## src/rtl/multicycle_control_unit.sv

```systemverilog
// Purpose : main sequencing FSM for the 16-bit multicycle datapath (fetch, decode, exec, mem, wb).
// Latency : ALU 4, LW 5, SW 4, branch 3, JMP 2 cycles with mem_ready held high; memory states add wait cycles.
// Backpress: FETCH/MEM hold their request until mem_ready; after TIMEOUT waiting cycles the access is aborted.
//
// Ports:
//   clk, reset              - rising-edge clock, synchronous active-high reset
//   opcode, mode            - instruction[15:12] / instruction[11] from the IR
//   zero                    - ALU zero flag (used in EXEC for branches)
//   mem_ready               - memory completes the current access this cycle
//   state                   - IDLE=0 FETCH=1 DECODE=2 EXEC=3 MEM=4 WB=5
//   ir_write, pc_write      - IR load / PC update enables
//   pc_src                  - 0=PC+1, 1=PC+sext(imm), 2=page jump
//   mem_read, mem_write     - memory request strobes
//   addr_src                - 0=PC, 1=ALU result
//   alu_src_b, alu_op       - ALU B select (0=rs1, 1=imm) and op (0=ADD, 1=SUB, 2=AND)
//   reg_write, wb_src       - register write enable and source (0=ALU, 1=memory)
//   instr_done              - one-cycle pulse when an instruction retires
//   illegal, mem_timeout    - one-cycle error pulses
//   instr_count             - wrapping count of retired instructions
module multicycle_control_unit #(
   parameter int TIMEOUT = 16,
   parameter int CNT_W   = 16
) (
   input  logic             clk,
   input  logic             reset,
   input  logic [3:0]       opcode,
   input  logic             mode,
   input  logic             zero,
   input  logic             mem_ready,
   output logic [2:0]       state,
   output logic             ir_write,
   output logic             pc_write,
   output logic [1:0]       pc_src,
   output logic             mem_read,
   output logic             mem_write,
   output logic             addr_src,
   output logic             alu_src_b,
   output logic [1:0]       alu_op,
   output logic             reg_write,
   output logic             wb_src,
   output logic             instr_done,
   output logic             illegal,
   output logic             mem_timeout,
   output logic [CNT_W-1:0] instr_count
);

   localparam int WW = $clog2(TIMEOUT) + 1;

   localparam logic [3:0] OP_ADD = 4'd0;
   localparam logic [3:0] OP_SUB = 4'd1;
   localparam logic [3:0] OP_AND = 4'd2;
   localparam logic [3:0] OP_LW  = 4'd3;
   localparam logic [3:0] OP_SW  = 4'd4;
   localparam logic [3:0] OP_BR  = 4'd5;
   localparam logic [3:0] OP_JMP = 4'd6;

   typedef enum logic [2:0] {
      S_IDLE   = 3'd0,
      S_FETCH  = 3'd1,
      S_DECODE = 3'd2,
      S_EXEC   = 3'd3,
      S_MEM    = 3'd4,
      S_WB     = 3'd5
   } state_t;

   state_t            state_q;
   state_t            state_d;
   logic [3:0]        opq;
   logic              modeq;
   logic [WW-1:0]     wait_cnt;
   logic [WW-1:0]     wait_d;
   logic [CNT_W-1:0]  cnt_q;
   logic              wait_limit;
   logic              in_mem_state;

   // Last permitted waiting cycle: a ready on this cycle still completes.
   assign wait_limit   = (wait_cnt == WW'(TIMEOUT - 1)) && !mem_ready;
   assign in_mem_state = (state_q == S_FETCH) || (state_q == S_MEM);

   assign state       = reset ? 3'd0 : state_q;
   assign instr_count = cnt_q;

   // State register plus the opcode/mode latch taken at the end of DECODE.
   always_ff @(posedge clk) begin
      if (reset) begin
         state_q  <= S_IDLE;
         opq      <= 4'd0;
         modeq    <= 1'b0;
         wait_cnt <= '0;
         cnt_q    <= '0;
      end else begin
         state_q  <= state_d;
         wait_cnt <= wait_d;
         if (state_q == S_DECODE) begin
            opq   <= opcode;
            modeq <= mode;
         end
         if (instr_done) begin
            cnt_q <= cnt_q + CNT_W'(1);
         end
      end
   end

   // Wait counter restarts whenever the state changes or an abort re-enters FETCH.
   always_comb begin
      wait_d = wait_cnt;
      if ((state_d != state_q) || mem_timeout) begin
         wait_d = '0;
      end else if (in_mem_state && !mem_ready) begin
         wait_d = wait_cnt + WW'(1);
      end
   end

   // Next-state and output decode.
   always_comb begin
      state_d     = state_q;
      ir_write    = 1'b0;
      pc_write    = 1'b0;
      pc_src      = 2'd0;
      mem_read    = 1'b0;
      mem_write   = 1'b0;
      addr_src    = 1'b0;
      alu_src_b   = 1'b0;
      alu_op      = 2'd0;
      reg_write   = 1'b0;
      wb_src      = 1'b0;
      instr_done  = 1'b0;
      illegal     = 1'b0;
      mem_timeout = 1'b0;

      case (state_q)
         S_IDLE: begin
            state_d = S_FETCH;
         end
         S_FETCH: begin
            mem_read = 1'b1;
            if (mem_ready) begin
               ir_write = 1'b1;
               pc_write = 1'b1;
               state_d  = S_DECODE;
            end else if (wait_limit) begin
               // PC untouched, so the same instruction is fetched again.
               mem_timeout = 1'b1;
               state_d     = S_FETCH;
            end
         end
         S_DECODE: begin
            // The IR is stable here, so the raw opcode drives the decision.
            if (opcode == OP_JMP) begin
               pc_write   = 1'b1;
               pc_src     = 2'd2;
               instr_done = 1'b1;
               state_d    = S_FETCH;
            end else if (opcode > OP_JMP) begin
               illegal = 1'b1;
               state_d = S_FETCH;
            end else begin
               state_d = S_EXEC;
            end
         end
         S_EXEC: begin
            case (opq)
               OP_ADD, OP_SUB, OP_AND: begin
                  alu_src_b = modeq;
                  alu_op    = opq[1:0];
                  state_d   = S_WB;
               end
               OP_LW, OP_SW: begin
                  alu_src_b = 1'b1;
                  alu_op    = 2'd0;
                  state_d   = S_MEM;
               end
               OP_BR: begin
                  alu_op     = 2'd1;
                  instr_done = 1'b1;
                  // BEQ (mode 0) takes on zero, BNE (mode 1) on non-zero.
                  if (zero ^ modeq) begin
                     pc_write = 1'b1;
                     pc_src   = 2'd1;
                  end
                  state_d = S_FETCH;
               end
               default: begin
                  state_d = S_FETCH;
               end
            endcase
         end
         S_MEM: begin
            addr_src  = 1'b1;
            mem_read  = (opq == OP_LW);
            mem_write = (opq == OP_SW);
            if (mem_ready) begin
               if (opq == OP_LW) begin
                  state_d = S_WB;
               end else begin
                  instr_done = 1'b1;
                  state_d    = S_FETCH;
               end
            end else if (wait_limit) begin
               mem_timeout = 1'b1;
               state_d     = S_FETCH;
            end
         end
         S_WB: begin
            reg_write  = 1'b1;
            wb_src     = (opq == OP_LW);
            instr_done = 1'b1;
            state_d    = S_FETCH;
         end
         default: begin
            state_d = S_IDLE;
         end
      endcase

      // Everything driven to the datapath is quiet while reset is held.
      if (reset) begin
         ir_write    = 1'b0;
         pc_write    = 1'b0;
         pc_src      = 2'd0;
         mem_read    = 1'b0;
         mem_write   = 1'b0;
         addr_src    = 1'b0;
         alu_src_b   = 1'b0;
         alu_op      = 2'd0;
         reg_write   = 1'b0;
         wb_src      = 1'b0;
         instr_done  = 1'b0;
         illegal     = 1'b0;
         mem_timeout = 1'b0;
      end
   end

endmodule

```

## config.mk

```make
export PLATFORM = sky130hd
export DESIGN_NAME = multicycle_control_unit
export DESIGN_NICKNAME = d
export VERILOG_FILES = /design/src/rtl/multicycle_control_unit.sv
export SDC_FILE = /design/constraint.sdc
export NUM_CORES = 1
export LEC_CHECK = 0
export ABC_CLOCK_PERIOD_IN_PS = 2500
export CAP_MARGIN = 20
export CORE_UTILIZATION = 35
export DETAILED_ROUTE_END_ITERATION = 10
export PLACE_DENSITY = 0.56
export SLEW_MARGIN = 40
export SYNTH_ARGS = -nofsm -noshare
export SYNTH_HDL_FRONTEND = slang
export SYNTH_SLANG_ARGS = --single-unit
```

## constraint.sdc

```tcl
create_clock -name clk -period 2.5 [get_ports clk]
set_input_delay 0.375 -clock clk [delete_from_list [all_inputs] [get_ports clk]]
set_output_delay 0.375 -clock clk [all_outputs]
set_load 0.03 [all_outputs]
```

* After elaboration in Yosys (flattened, before gate mapping) *
Cells that the tools add are included.

cells by class
  magnitude comparators = 1
  equality and inequality tests = 13
  reductions and logical operators = 12
  $add $sub $neg = 2
  bitwise operators = 1
  muxes and demuxes = 51

operator list
  operator                                                              number
  1-bit 2-to-1 mux                                                      32
  16-bit by 1-bit adder with 16-bit output, second input constant       1
  3-bit 2-to-1 mux                                                      5
  3-bit case mux with 5 select lines                                    1
  4-bit by 3-bit == test with 1-bit output, second input constant       3
  2-bit 2-to-1 mux                                                      6
  4-bit by 2-bit == test with 1-bit output, second input constant       2
  2-bit case mux with 2 select lines                                    2
  2-bit OR reduction                                                    4
  3-bit by 2-bit == test with 1-bit output, second input constant       2
  3-bit == test, second input constant                                  2
  3-bit case mux with 2 select lines                                    1
  5-bit by 1-bit adder with 5-bit output, second input constant         1
  5-bit by 4-bit == test with 1-bit output, second input constant       1
  4-bit by 1-bit == test with 1-bit output, second input constant       1
  4-bit by 3-bit > comparator with 1-bit output, second input constant  1
  4-bit zero test                                                       1
  1-bit case mux with 2 select lines                                    2
  1-bit case mux with 4 select lines                                    1
  3-bit by 1-bit == test with 1-bit output, second input constant       1
  3-bit zero test                                                       1
  3-bit != test                                                         1
  1-bit case mux with 3 select lines                                    1
  3-bit OR reduction                                                    1
  other kinds (4)                                                       6

word-level totals
  output and inout port bits = 34
  input bits = 9
  flip-flop bits (word level) = 29
  logic and storage cells = 85

* Depth between registers and ports, before layout *
Gate-level depths: netlist (run 1).

  depth after elaboration = 8
  gate-level depth with buffers = 7
  gate-level depth less buffers = 7

* Worst setup path before layout (run 1) *
OpenSTA, ideal clock, no wires.

  kind = reg-to-output
  from = register state_q[1]
  to = output mem_write
  data required time = 2,125 ps
  slack = -82 ps
  arrival = 2,207 ps
  buffers on the path = 2
  stages on the path, launching flop included = 5
  cells stage by stage = dfxtp_1 -> clkbuf_1 -> clkbuf_1 -> nor4_1 -> and2_1

between the ends
  longest elaborated chain between the ends = 3

ends and longest elaborated chain
  item                    RTL line  RTL
  start, declared         66        state_t state_q;
  start signal, assigned  92        state_q <= state_d;
  3-bit == test           131       case (state_q)
  1-bit 2-to-1 mux        131
  1-bit 2-to-1 mux        216       if (reset) begin
  end, declared           35        output logic mem_write,

Every way passes these cells.

* Final worst setup path (run 1) *
  from = register opq[0]
  to = output wb_src

between the ends
  longest elaborated chain between the ends = 3

ends and longest elaborated chain
  item                                      RTL line  RTL
  start, declared                           68        logic [3:0] opq;
  start signal, assigned                    95        opq <= opcode;
  4-bit by 2-bit == test with 1-bit output  206       wb_src = (opq == OP_LW);
  1-bit 2-to-1 mux                          131
  1-bit 2-to-1 mux                          216
  end, declared                             40        output logic wb_src,

Every way passes these cells.

==> key figures, run 1 <==
Final layout
  • # diodes: 0
  • Final Net Count: 300
  • Layout cell share with drive strength beyond 1: between 20% and 30%
  • Util after Layout: 49.4%
  • Area grow syn2layout: 36.2%

Die
  • Die Span Y: about 78 um
  • # rows: 27
  • Die ar.: around 6000 um2
  • Initial cell density of the core: a little over a third
  • Die Width: 77.6 um
  • I/O pins: 43
  • CORE AREA: approximately 5500 um2

Synthesis
  • Synth Flop Type: dfxtp_1
  • Syn avg cell area: 8.58 um2
  • Top cells by area, synth: dfxtp_1 29%, mux2_2 7.9%, nor2b_1 5.9%
  • Count leader, synth: nor2_1
  • Async SR Flop Fraction: 0%
  • Post-synth EDFFs: 0
  • Sequential fraction of the synthesis area: between 20% and 30%
  • Mapped Cells: about 230
  • Post-synth top area cell: dfxtp_1
  • Mapped Nets: 247
  • Yosys top cell area share: around 29%
  • Synthesized area: roughly 2000 um2
  • List of most frequent post-synthesis cells: 30 x nor2_1, 29 x dfxtp_1, 19 x nor2b_1
  • Seq cells post-synth: 29
  • Synth unique cells: 48
  • Synth warn: 0

Drt
  • Vias: between 1.5k and 2k
  • DRT Wirelength: between 4 and 5 mm
  • Final ANT Viol Nets: 0
  • Initial DRC count: approximately 120
  • Vias per cell: ~5.2
  • TritonRoute pass-1 iters: 4
  • WL per Instance: roughly 14 um
  • DR DRC count: 0

STA
  • Final Max Slew Viols: 0
  • Period utilization: between 90% and 100%
  • Setup violations, final: 0
  • Slew margin rel.: 73.3%
  • Worst Skew: between 0.007 and 0.008 ns
  • Max Freq: approximately 420 MHz
  • RSZ-0062 raised after global routing: no
  • Hold Violations, Final: 0
  • WHS: 0.532 ns
  • Minimum clock period: ~2.4 ns
  • Actual slew at the worst max-slew pin: 0.397 ns

Global routing
  • Largest net degree at the start of global routing: 25
  • Gr usage total: 17.1%
  • Overflow after GRT: 0
  • First-pass GRT wire length: slightly above 8 mm
  • Vias in the first global route: approximately 1.7k
  • Initial antenna violation count: 0

Setup path
  • Startpoint types: flip-flop
  • Setup CP Type: flip-flop to output port
  • Worst flop-to-flop path startpoint: state_q[0]$_SDFF_PP0_
  • Worst Path Required: around 2.1 ns
  • Crit. End Element: output port
  • Crit path launch: opq[0]$_SDFFE_PP0P_
  • CP Max Fanout: 8
  • Worst reg2reg path depth: 5
  • Worst Path Arrival: 2.02 ns

Clock tree
  • # H-tree levels: 2
  • Reg clk slew, reported paths: approximately 0.070 ns
  • Worst-case clock buffer depth: 2
  • CTS Hold Buffers Added: 0
  • Clock latency on the worst-skew pair: roughly 0.28 ns
  • TritonCTS Buffers: 5
  • TritonCTS Sinks: 29
  • CTS Root Cell: clkbuf_8
  • CTS tree: done

Worst hold path
  • Worst hold path depth: 2
  • Hold_sp: instr_count[1]$_SDFFE_PP0P_
  • Min-delay worst type: flip-flop to flip-flop

Place
  • Post-DP HPWL: approximately 3.6 mm
  • Routability cong.: 0.774
  • Buffers on Ports: 42

Power
  • Pwr dens: about 390 nW/um2
  • Max VDD drop: roughly 0.38 mV
  • Total Power: ~1.1 mW
  • Leakage power: roughly 1.1 nW

Outcome
  • Outcome: completed

Run
  • Max-cap violations: 0
## power breakdown
group	leakage [nW]	switching [mW]	total (mW)	internal, mW
Sequential	0.234	0.00420	0.472	0.468
Combinational	0.766	0.0871	0.154	0.0667
Clock	0.0542	0.177	0.426	0.248
Total	1.05	0.268	1.05	0.783
## final cells by class
type                       count  area [um2]
fill                         537        2780
inverter                       3        12.5
clock inverter                 1        5.00
tap                           72        90.1
multi-input combinational    186        1380
clock buffer                   7        96.3
sequential                    29         581
timing repair buffer          61         556
## cells in the final DEF, fill, tap and decap left out, types with 4 or more instances in the layout
master | synthesis | layout
ha_1 | 5 | 4
xnor2_1 | 4 | 4
nand2b_1 | 9 | 9
o21ai_0 | 5 | 5
and3b_1 | 4 | 4
and3_1 | 6 | 6
nor3b_1 | 6 | 5
mux2i_1 | 8 | 8
nor2_1 | 30 | 30
nand3_1 | 5 | 5
nand2_1 | 7 | 7
dlygate4sd2_1 | 0 | 5
mux2_2 | 14 | 14
a211oi_1 | 7 | 7
clkbuf_8 | 0 | 7
nor4_1 | 7 | 6
buf_4 | 0 | 23
clkdlybuf4s50_1 | 0 | 29
dfxtp_1 | 29 | 29
nor2b_1 | 19 | 18
nor3_1 | 9 | 8
## per-layer routing
layer / global-route usage [%] / wire [um] / part of all wire [%] / vias up
li1: - / - / - / 957
met1: 23.8 / 2520 / 51 / 863
met2: 26.1 / 2210 / 45 / 44
met3: 3.29 / 188 / 3.8 / 5
met4: 5.47 / 47 / 0.95 / 0
met5: 0 / 0 / 0 / -
## repair_timing
item                                    in CTS  in global routing
gates resized for setup                     14                  2
setup buffers                                2                  0
endpoints found under the setup margin      10                  2
pin swaps                                    5                  0
## critical path, stage by stage, from the launching register on
cell	delay (ns)
dfxtp_1	0.46
and4bb_2	0.35
nand2_1	0.09
nor3_1	0.15
clkdlybuf4s50_1	0.70
## worst paths after layout
check	end	slack, ns
hold / removal	instr_count[1]$_SDFFE_PP0P_	0.53
setup reg to reg	instr_count[9]$_SDFFE_PP0P_	0.15
setup / recovery	wb_src	0.11
hold reg to reg	instr_count[1]$_SDFFE_PP0P_	0.53
## registers in the layout, indices dropped and copies added (netlist names)
name	count
wait_cnt	5
instr_count	16
state_q	3
modeq	1
opq	4
## logic make-up (layout without fill, tap and decap cells)
group | after synthesis | after routing | synth area share [%]
buf+inv | 18 | 72 | 4.13
flops | 29 | 29 | 29.0
xor+xnor | 6 | 6 | 2.63
mux | 23 | 23 | 12.5
simple gates | 118 | 118 | 34.3
compound gates | 34 | 34 | 14.3
fa+ha+maj | 5 | 5 | 3.13
## metrics by stage
step,cells,area [um2],worst slack [ns],setup TNS [ns]
finish,359,2720,0.106,0
global route,359,2720,0.000792,0
CTS,359,2720,0.0231,0
detailed placement,349,2570,-0.312,-3.31
global placement,349,2570,-0.272,-3.09
floorplan,233,2010,0.0565,0
(Power assumes the default switching activity.)
==> run 2: changes to the inputs <==
- CORE_UTILIZATION: 35 -> 25
- DONT_BUFFER_PORTS: unset -> 1
- MAX_ROUTING_LAYER: unset -> met4
- PLACE_DENSITY: 0.56 -> 0.35
==> run 2 against run 1 <==
Highest routed layer unchanged. Power shrank 6.4%. Hold slack worse by 0.35 ns. Critical endpoint is now instr_done. Via count fell by 5.9%. First-iteration DRC count is 46% lower. Clock power shrank 6.6%. Routed wire length is 7.7% higher. Worst setup slack got worse by 0.0094 ns. Combinational power shrank 26%.
==> key figures, run 2 (synthesis results as in run 1) <==
Global routing
  • Initial antenna violation count: 0 (unchanged)
  • Busiest grt layer: met2 (unchanged)
  • First-pass GRT wire length: 8.76 mm (was 8.27 mm)
  • Gr usage total: 13.7% (was 17.1%)
  • Overflow after GRT: 0 (unchanged)
  • Met2 Use GR: 20.9% (was 26.1%)
  • Met1 usage: 17.1% (was 23.8%)
  • Largest net degree at the start of global routing: 53 (was 25)
  • GR Layer Usage met3: 5.44% (was 3.29%)
  • Vias in the first global route: 1733 (was 1675)

Final layout
  • Max reg flops: 16 (unchanged)
  • Util after Layout: 31.1% (was 49.4%)
  • Multi-input gate area: 1380 um2 (about the same)
  • # diodes: 0 (unchanged)
  • Filler cells: 844 (was 537)
  • Reg area: 581 um2 (unchanged)
  • Area grow syn2layout: 20.0% (was 36.2%)
  • Final Net Count: 268 (was 300)
  • Commonest non-fill, non-tap cell in the layout: nor2_1 (unchanged)
  • Design Area, Final: 2400 um2 (was 2720 um2)
  • Commonest cells after routing, fill and taps aside: 30 x nor2_1, 29 x dfxtp_1, 29 x buf_4, 18 x nor2b_1, 14 x mux2_2 (was 30 x nor2_1, 29 x clkdlybuf4s50_1, 29 x dfxtp_1, 23 x buf_4, 18 x nor2b_1)
  • Layout cell share with drive strength beyond 1: 23.6% (was 21.6%)

Drt
  • Vias: 1759 (was 1869)
  • WL per Instance: 15.0 um (was 13.8 um)
  • Final ANT Viol Nets: 0 (unchanged)
  • DR DRC count: 0 (unchanged)
  • Vias per cell: 4.94 (was 5.21)
  • TritonRoute pass-1 iters: 4 (unchanged)
  • DRT Wirelength: 5.35 mm (was 4.96 mm)
  • Initial DRC count: 65 (was 121)

STA
  • Slew margin rel.: 56.8% (was 73.3%)
  • RSZ-0062 raised after global routing: no (unchanged)
  • Max Freq: 416 MHz (was 418 MHz)
  • Final Max Slew Viols: 0 (unchanged)
  • Minimum clock period: 2.40 ns (was 2.39 ns)
  • Setup TNS: 0 ns (unchanged)
  • Setup violations, final: 0 (unchanged)
  • Hold Violations, Final: 0 (unchanged)
  • Actual slew at the worst max-slew pin: 0.640 ns (was 0.397 ns)
  • Worst Skew: 0.00652 ns (was 0.00748 ns)
  • WHS: 0.182 ns (was 0.532 ns)
  • Period utilization: 96.1% (was 95.8%)

Die
  • I/O pins: 43 (unchanged)
  • Die Span Y: 91.4 um (was 77.6 um)
  • Initial cell density of the core: 25.9% (was 36.3%)
  • # rows: 32 (was 27)
  • CORE AREA: 7730 um2 (was 5510 um2)
  • Die Width: 91.4 um (was 77.6 um)
  • Die ar.: 8360 um2 (was 6020 um2)

Power
  • Leakage power: 0.893 nW (was 1.05 nW)
  • Pwr dens: 410 nW/um2 (was 386 nW/um2)
  • Max VDD drop: 0.147 mV (was 0.377 mV)

Clock tree
  • CTS tree: done (unchanged)
  • CTS Hold Buffers Added: 0 (unchanged)
  • CTS Root Cell: clkbuf_8 (unchanged)
  • TritonCTS Buffers: 5 (unchanged)
  • # H-tree levels: 2 (unchanged)
  • Clock latency on the worst-skew pair: 0.28 ns (about the same)
  • Worst-case clock buffer depth: 2 (unchanged)
  • TritonCTS Sinks: 29 (unchanged)
  • Reg clk slew, reported paths: 0.06 ns (was 0.07 ns)

Run
  • Max-cap violations: 0 (unchanged)

Place
  • Post-DP HPWL: 3.83 mm (was 3.56 mm)
  • Buffers on Ports: 0 (was 42)
  • DP Area: 2290 um2 (was 2570 um2)
  • Routability cong.: 0.725 (was 0.774)

Setup path
  • R2R Path End: instr_count[9]$_SDFFE_PP0P_ (unchanged)
  • Worst flop-to-flop path startpoint: state_q[0]$_SDFF_PP0_ (unchanged)
  • Worst Path Arrival: 2.03 ns (was 2.02 ns)
  • CP Max Fanout: 9 (was 8)
  • Setup slack, reg-to-reg: 0.25 ns (was 0.15 ns)
  • Worst Path Required: 2.12 ns (about the same)
  • Crit. End Element: output port (unchanged)
  • Startpoint types: flip-flop (unchanged)
  • Setup CP Type: flip-flop to output port (unchanged)
  • Worst reg2reg path depth: 4 (was 5)

Worst hold path
  • Min-delay worst type: primary input to flip-flop (was flip-flop to flip-flop)
  • Worst Hold End: state_q[2]$_SDFF_PP0_ (was instr_count[1]$_SDFFE_PP0P_)
  • Hold_sp: reset (was instr_count[1]$_SDFFE_PP0P_)
  • Worst hold path depth: 1 (was 2)

Outcome
  • Outcome: completed (unchanged)
==> run 2: what timing repair did <==
| action | in CTS | in global routing |
|---|---|---|
| endpoints found under the setup margin | 2 | 2 |
| resized for setup | 2 | 3 |
| setup buffers | 0 | 0 |
==> run 2: stage by stage <==
stage / power, mW / setup slack [ns] / std cells
floorplan: 0.579 / 0.0565 / 233
global placement: 0.596 / 0.144 / 349
detailed placement: 0.595 / 0.156 / 349
CTS: 1.01 / 0.00614 / 356
global route: 1.04 / 0.00851 / 356
finish: 0.983 / 0.0967 / 356
==> run 2: worst max path at each step <==
stage / from / to / slack (ns) / depth (start not counted)
2_1_floorplan: state_q[0]$_SDFF_PP0_ / instr_done / 0.06 / 6
3_5_place_dp: opcode[3] / instr_done / 0.16 / 4
4_1_cts: state_q[0]$_SDFF_PP0_ / instr_done / 0.006 / 4
3_3_place_gp: opcode[3] / instr_done / 0.14 / 4
6_report: state_q[0]$_SDFF_PP0_ / instr_done / 0.1 / 4
5_1_grt: state_q[0]$_SDFF_PP0_ / pc_write / 0.009 / 5
==> run 2: critical path: stages (launching register included) <==
cell and delay (ns):
dfxtp_1 0.31, or4b_4 0.53, o32a_4 0.45, a21oi_4 0.19, nor2b_4 0.27
==> run 2: power by group <==
group	total [mW]	internal [mW]	switching, mW	leakage, nW
clock network	0.398	0.218	0.179	0.0443
logic	0.114	0.0476	0.0659	0.614
registers	0.472	0.468	0.00471	0.234
==> run 2: layout make-up <==
class | instances | area share [%]
clock buffer | 7 | 3.60
inverter | 3 | 0.469
multi-input combinational | 186 | 57.4
sequential | 29 | 24.2
tap | 102 | 5.32
timing repair buffer | 29 | 9.07
==> run 2: per-layer routing <==
| layer | wire length, um | vias up |
|---|---|---|
| met5 | 0 | - |
| met4 | 29 | 0 |
| met3 | 295 | 5 |
| met2 | 2390 | 25 |
| met1 | 2630 | 836 |
| li1 | - | 893 |
==> run 3: changes to the inputs <==
- ABC_CLOCK_PERIOD_IN_PS: 2500 -> 2400
- CORE_UTILIZATION: 25 -> 55
- GPL_ROUTABILITY_DRIVEN: unset -> 0
- PLACE_DENSITY: 0.35 -> 0.67
- clock period: 2.5 -> 2.4 ns (I/O delays scaled with it)
==> run 3 against run 2 <==
Die area shrank 54%. Global-route usage grew 12 points. Worst setup slack lost 0.060 ns. Largest cell class unchanged. Largest power group unchanged. Highest routed layer unchanged.
==> key figures, run 3 (synthesis results as in run 1) <==
Drt
  • Vias per cell: 6.01 (was 4.94)
  • DRT met1 WL: 2.15 mm (was 2.63 mm)
  • Met3 WL: 319 um (was 295 um)
  • DR DRC count: 0 (unchanged)
  • TritonRoute pass-1 iters: 4 (unchanged)
  • DRT Wirelength: 4.60 mm (was 5.35 mm)
  • Final ANT Viol Nets: 0 (unchanged)
  • Initial DRC count: 138 (was 65)
  • Top Metal Used: met4 (unchanged)
  • WL per Instance: 15.5 um (was 15.0 um)
  • Vias: 1785 (was 1759)
  • Routed met2 length: 2.09 mm (was 2.39 mm)

STA
  • Actual slew at the worst max-slew pin: 0.574 ns (was 0.640 ns)
  • Setup violations, final: 0 (unchanged)
  • Worst setup margin: 0.0370 ns (was 0.0967 ns)
  • Hold Violations, Final: 0 (unchanged)
  • RSZ-0062 raised after global routing: yes (was no)
  • Period utilization: around 100%
  • Slew margin rel.: 61.6% (was 56.8%)
  • WHS: 0.108 ns (was 0.182 ns)
  • Max Freq: between 400 and 500 MHz
  • Minimum clock period: between 2 and 2.5 ns
  • Worst Skew: 0.00901 ns (was 0.00652 ns)
  • Final Max Slew Viols: 0 (unchanged)

Final layout
  • Filler cells: 304 (was 844)
  • Max reg flops: 16 (unchanged)
  • Commonest non-fill, non-tap cell in the layout: nor2_1 (unchanged)
  • # diodes: 0 (unchanged)
  • Final Net Count: 264 (was 268)
  • Layout cell share with drive strength beyond 1: 24.3% (was 23.6%)
  • Commonest cells after routing, fill and taps aside: 30 x nor2_1, 28 x dfxtp_1, 23 x buf_4, 18 x nor2b_1, 14 x mux2_2 (was 30 x nor2_1, 29 x dfxtp_1, 29 x buf_4, 18 x nor2b_1, 14 x mux2_2)
  • Area grow syn2layout: 14.6% (was 20.0%)

Clock tree
  • CTS Root Cell: clkbuf_4 (was clkbuf_8)
  • Worst-case clock buffer depth: 2 (unchanged)
  • TritonCTS Sinks: 29 (unchanged)
  • CTS tree: done (unchanged)
  • Reg clk slew, reported paths: 0.08 ns (was 0.06 ns)
  • TritonCTS Buffers: 5 (unchanged)
  • Clock latency on the worst-skew pair: 0.33 ns (was 0.28 ns)
  • # H-tree levels: 2 (unchanged)

Setup path
  • Crit path max-delay cell type: or4b_4 (unchanged)
  • Delay-heaviest family, CP: simple AND/OR/NAND/NOR gates (unchanged)
  • Worst Path Arrival: 2.00 ns (was 2.03 ns)
  • Worst Setup EP: instr_done (unchanged)
  • Worst flop-to-flop path startpoint: state_q[0]$_SDFF_PP0_ (unchanged)
  • Worst reg2reg path depth: 6 (was 4)
  • R2R Path End: instr_count[14]$_SDFFE_PP0P_ (was instr_count[9]$_SDFFE_PP0P_)
  • Buf+Inv Stages, Crit Path: 0 (unchanged)
  • Startpoint types: flip-flop (unchanged)
  • CP max stage delay: 0.54 ns (was 0.53 ns)
  • CP Max Fanout: 3 (was 9)
  • Setup CP Type: flip-flop to output port (unchanged)
  • Crit path depth: 4 (unchanged)
  • Setup slack, reg-to-reg: 0.05 ns (was 0.25 ns)
  • CP cell instances: or4b_4 > o32a_4 > a21oi_4 > nor2b_4 (unchanged)
  • Crit. End Element: output port (unchanged)
  • Worst Path Required: 2.04 ns (was 2.12 ns)
  • Crit path launch: state_q[0]$_SDFF_PP0_ (unchanged)

Global routing
  • Gr usage total: 25.7% (was 13.7%)
  • Largest net degree at the start of global routing: 53 (unchanged)
  • Initial antenna violation count: 0 (unchanged)
  • First-pass GRT wire length: 7.74 mm (was 8.76 mm)
  • Vias in the first global route: 1635 (was 1733)
  • Overflow after GRT: 0 (unchanged)

Die
  • I/O pins: 43 (unchanged)
  • Die Span Y: 62.3 um (was 91.4 um)
  • # rows: 21 (was 32)
  • Die Width: 62.3 um (was 91.4 um)
  • Initial cell density of the core: 58.5% (was 25.9%)
  • Die ar.: 3880 um2 (was 8360 um2)
  • CORE AREA: 3420 um2 (was 7730 um2)

Power
  • Pwr dens: 388 nW/um2 (was 410 nW/um2)
  • Leakage power: 0.854 nW (was 0.893 nW)
  • Total Power: 889 uW (was 983 uW)
  • Max VDD drop: 0.260 mV (was 0.147 mV)

Place
  • Pre-CTS setup slack: 0.0316 ns (was 0.156 ns)
  • Post-DP HPWL: 3.19 mm (was 3.83 mm)
  • Buffers on Ports: 0 (unchanged)

Outcome
  • Outcome: completed (unchanged)

Worst hold path
  • Min-delay worst type: primary input to flip-flop (unchanged)

Run
  • Max-cap violations: 0 (unchanged)
[run 3: cell types whose count changed in the layout (fill, tap and decap cells not counted)]
| cell | before | now |
|---|---|---|
| ha_1 | 5 | 4 |
| clkbuf_8 | 6 | 0 |
| buf_4 | 29 | 23 |
| clkbuf_4 | 0 | 5 |
| buf_6 | 0 | 2 |
| a2111oi_1 | 5 | 2 |
| a2111oi_2 | 0 | 3 |
| ha_2 | 0 | 1 |
| mux2_1 | 1 | 0 |
| dfxtp_1 | 29 | 28 |
| clkbuf_1 | 1 | 3 |
| mux2_4 | 0 | 1 |
| dfxtp_2 | 0 | 1 |
[run 3: worst reg2reg max path, cell delays in order (launching register included)]
cell and delay (ns):
dfxtp_1 0.31, or4b_4 0.54, o32a_4 0.41, buf_6 0.16, buf_4 0.15, a2111oi_4 0.36, mux2_4 0.33
[run 3: layout make-up]
type                    count  area (um2)  area share (%)
flip-flops and latches     29         582            25.4
well taps                  46        57.6            2.51
multi-input cells         186        1400            61.0
clock buffers               8        48.8            2.13
repair buffers             25         195            8.52
inverters                   3        11.3           0.491
[run 3: through the flow]
step | cells | util [%] | setup TNS [ns] | cell area (um2)
after floorplan | 233 | - | 0 | 2020
after global placement | 286 | 63.5 | 0 | 2170
after detailed placement | 286 | 63.5 | 0 | 2170
after CTS | 297 | 66.2 | -0.00190 | 2260
after global routing | 297 | 67.1 | -0.0627 | 2290
final | 297 | 67.1 | 0 | 2290
[run 3: timing repair]
item | 4_1_cts | 5_1_grt
gates cloned | 0 | 0
pin swaps | 1 | 1
hold buffers | 0 | 0
setup buffers | 3 | 0
setup endpoints to repair | 2 | 9
gates resized for setup | 4 | 8
[run 3: how the worst min path moves through the flow]
| stage | startpoint | to | slack (ns) | depth (start not counted) |
|---|---|---|---|---|
| after CTS | reset | state_q[2]$_SDFF_PP0_ | 0.09 | 1 |
| final | reset | state_q[2]$_SDFF_PP0_ | 0.11 | 1 |
| after floorplan | modeq$_SDFFE_PP0P_ | modeq$_SDFFE_PP0P_ | 0.50 | 2 |
| after detailed placement | reset | state_q[2]$_SDFF_PP0_ | 0.44 | 1 |
| after global routing | reset | state_q[2]$_SDFF_PP0_ | 0.08 | 1 |
| after global placement | reset | opq[3]$_SDFFE_PP0P_ | 0.44 | 1 |
[run 3: report_power, final]
| group | internal [mW] | switching, mW | leakage (nW) |
|---|---|---|---|
| combinational | 0.0481 | 0.0669 | 0.592 |
| clock | 0.116 | 0.165 | 0.0265 |
| sequential | 0.487 | 0.00600 | 0.235 |
[run 3: metal layers]
layer  track usage [%]  vias to the layer above
li1                  -                      890
met1              34.5                      833
met2              37.4                       55
met3              6.25                        7
met4              9.30                        0
met5                 -                        -
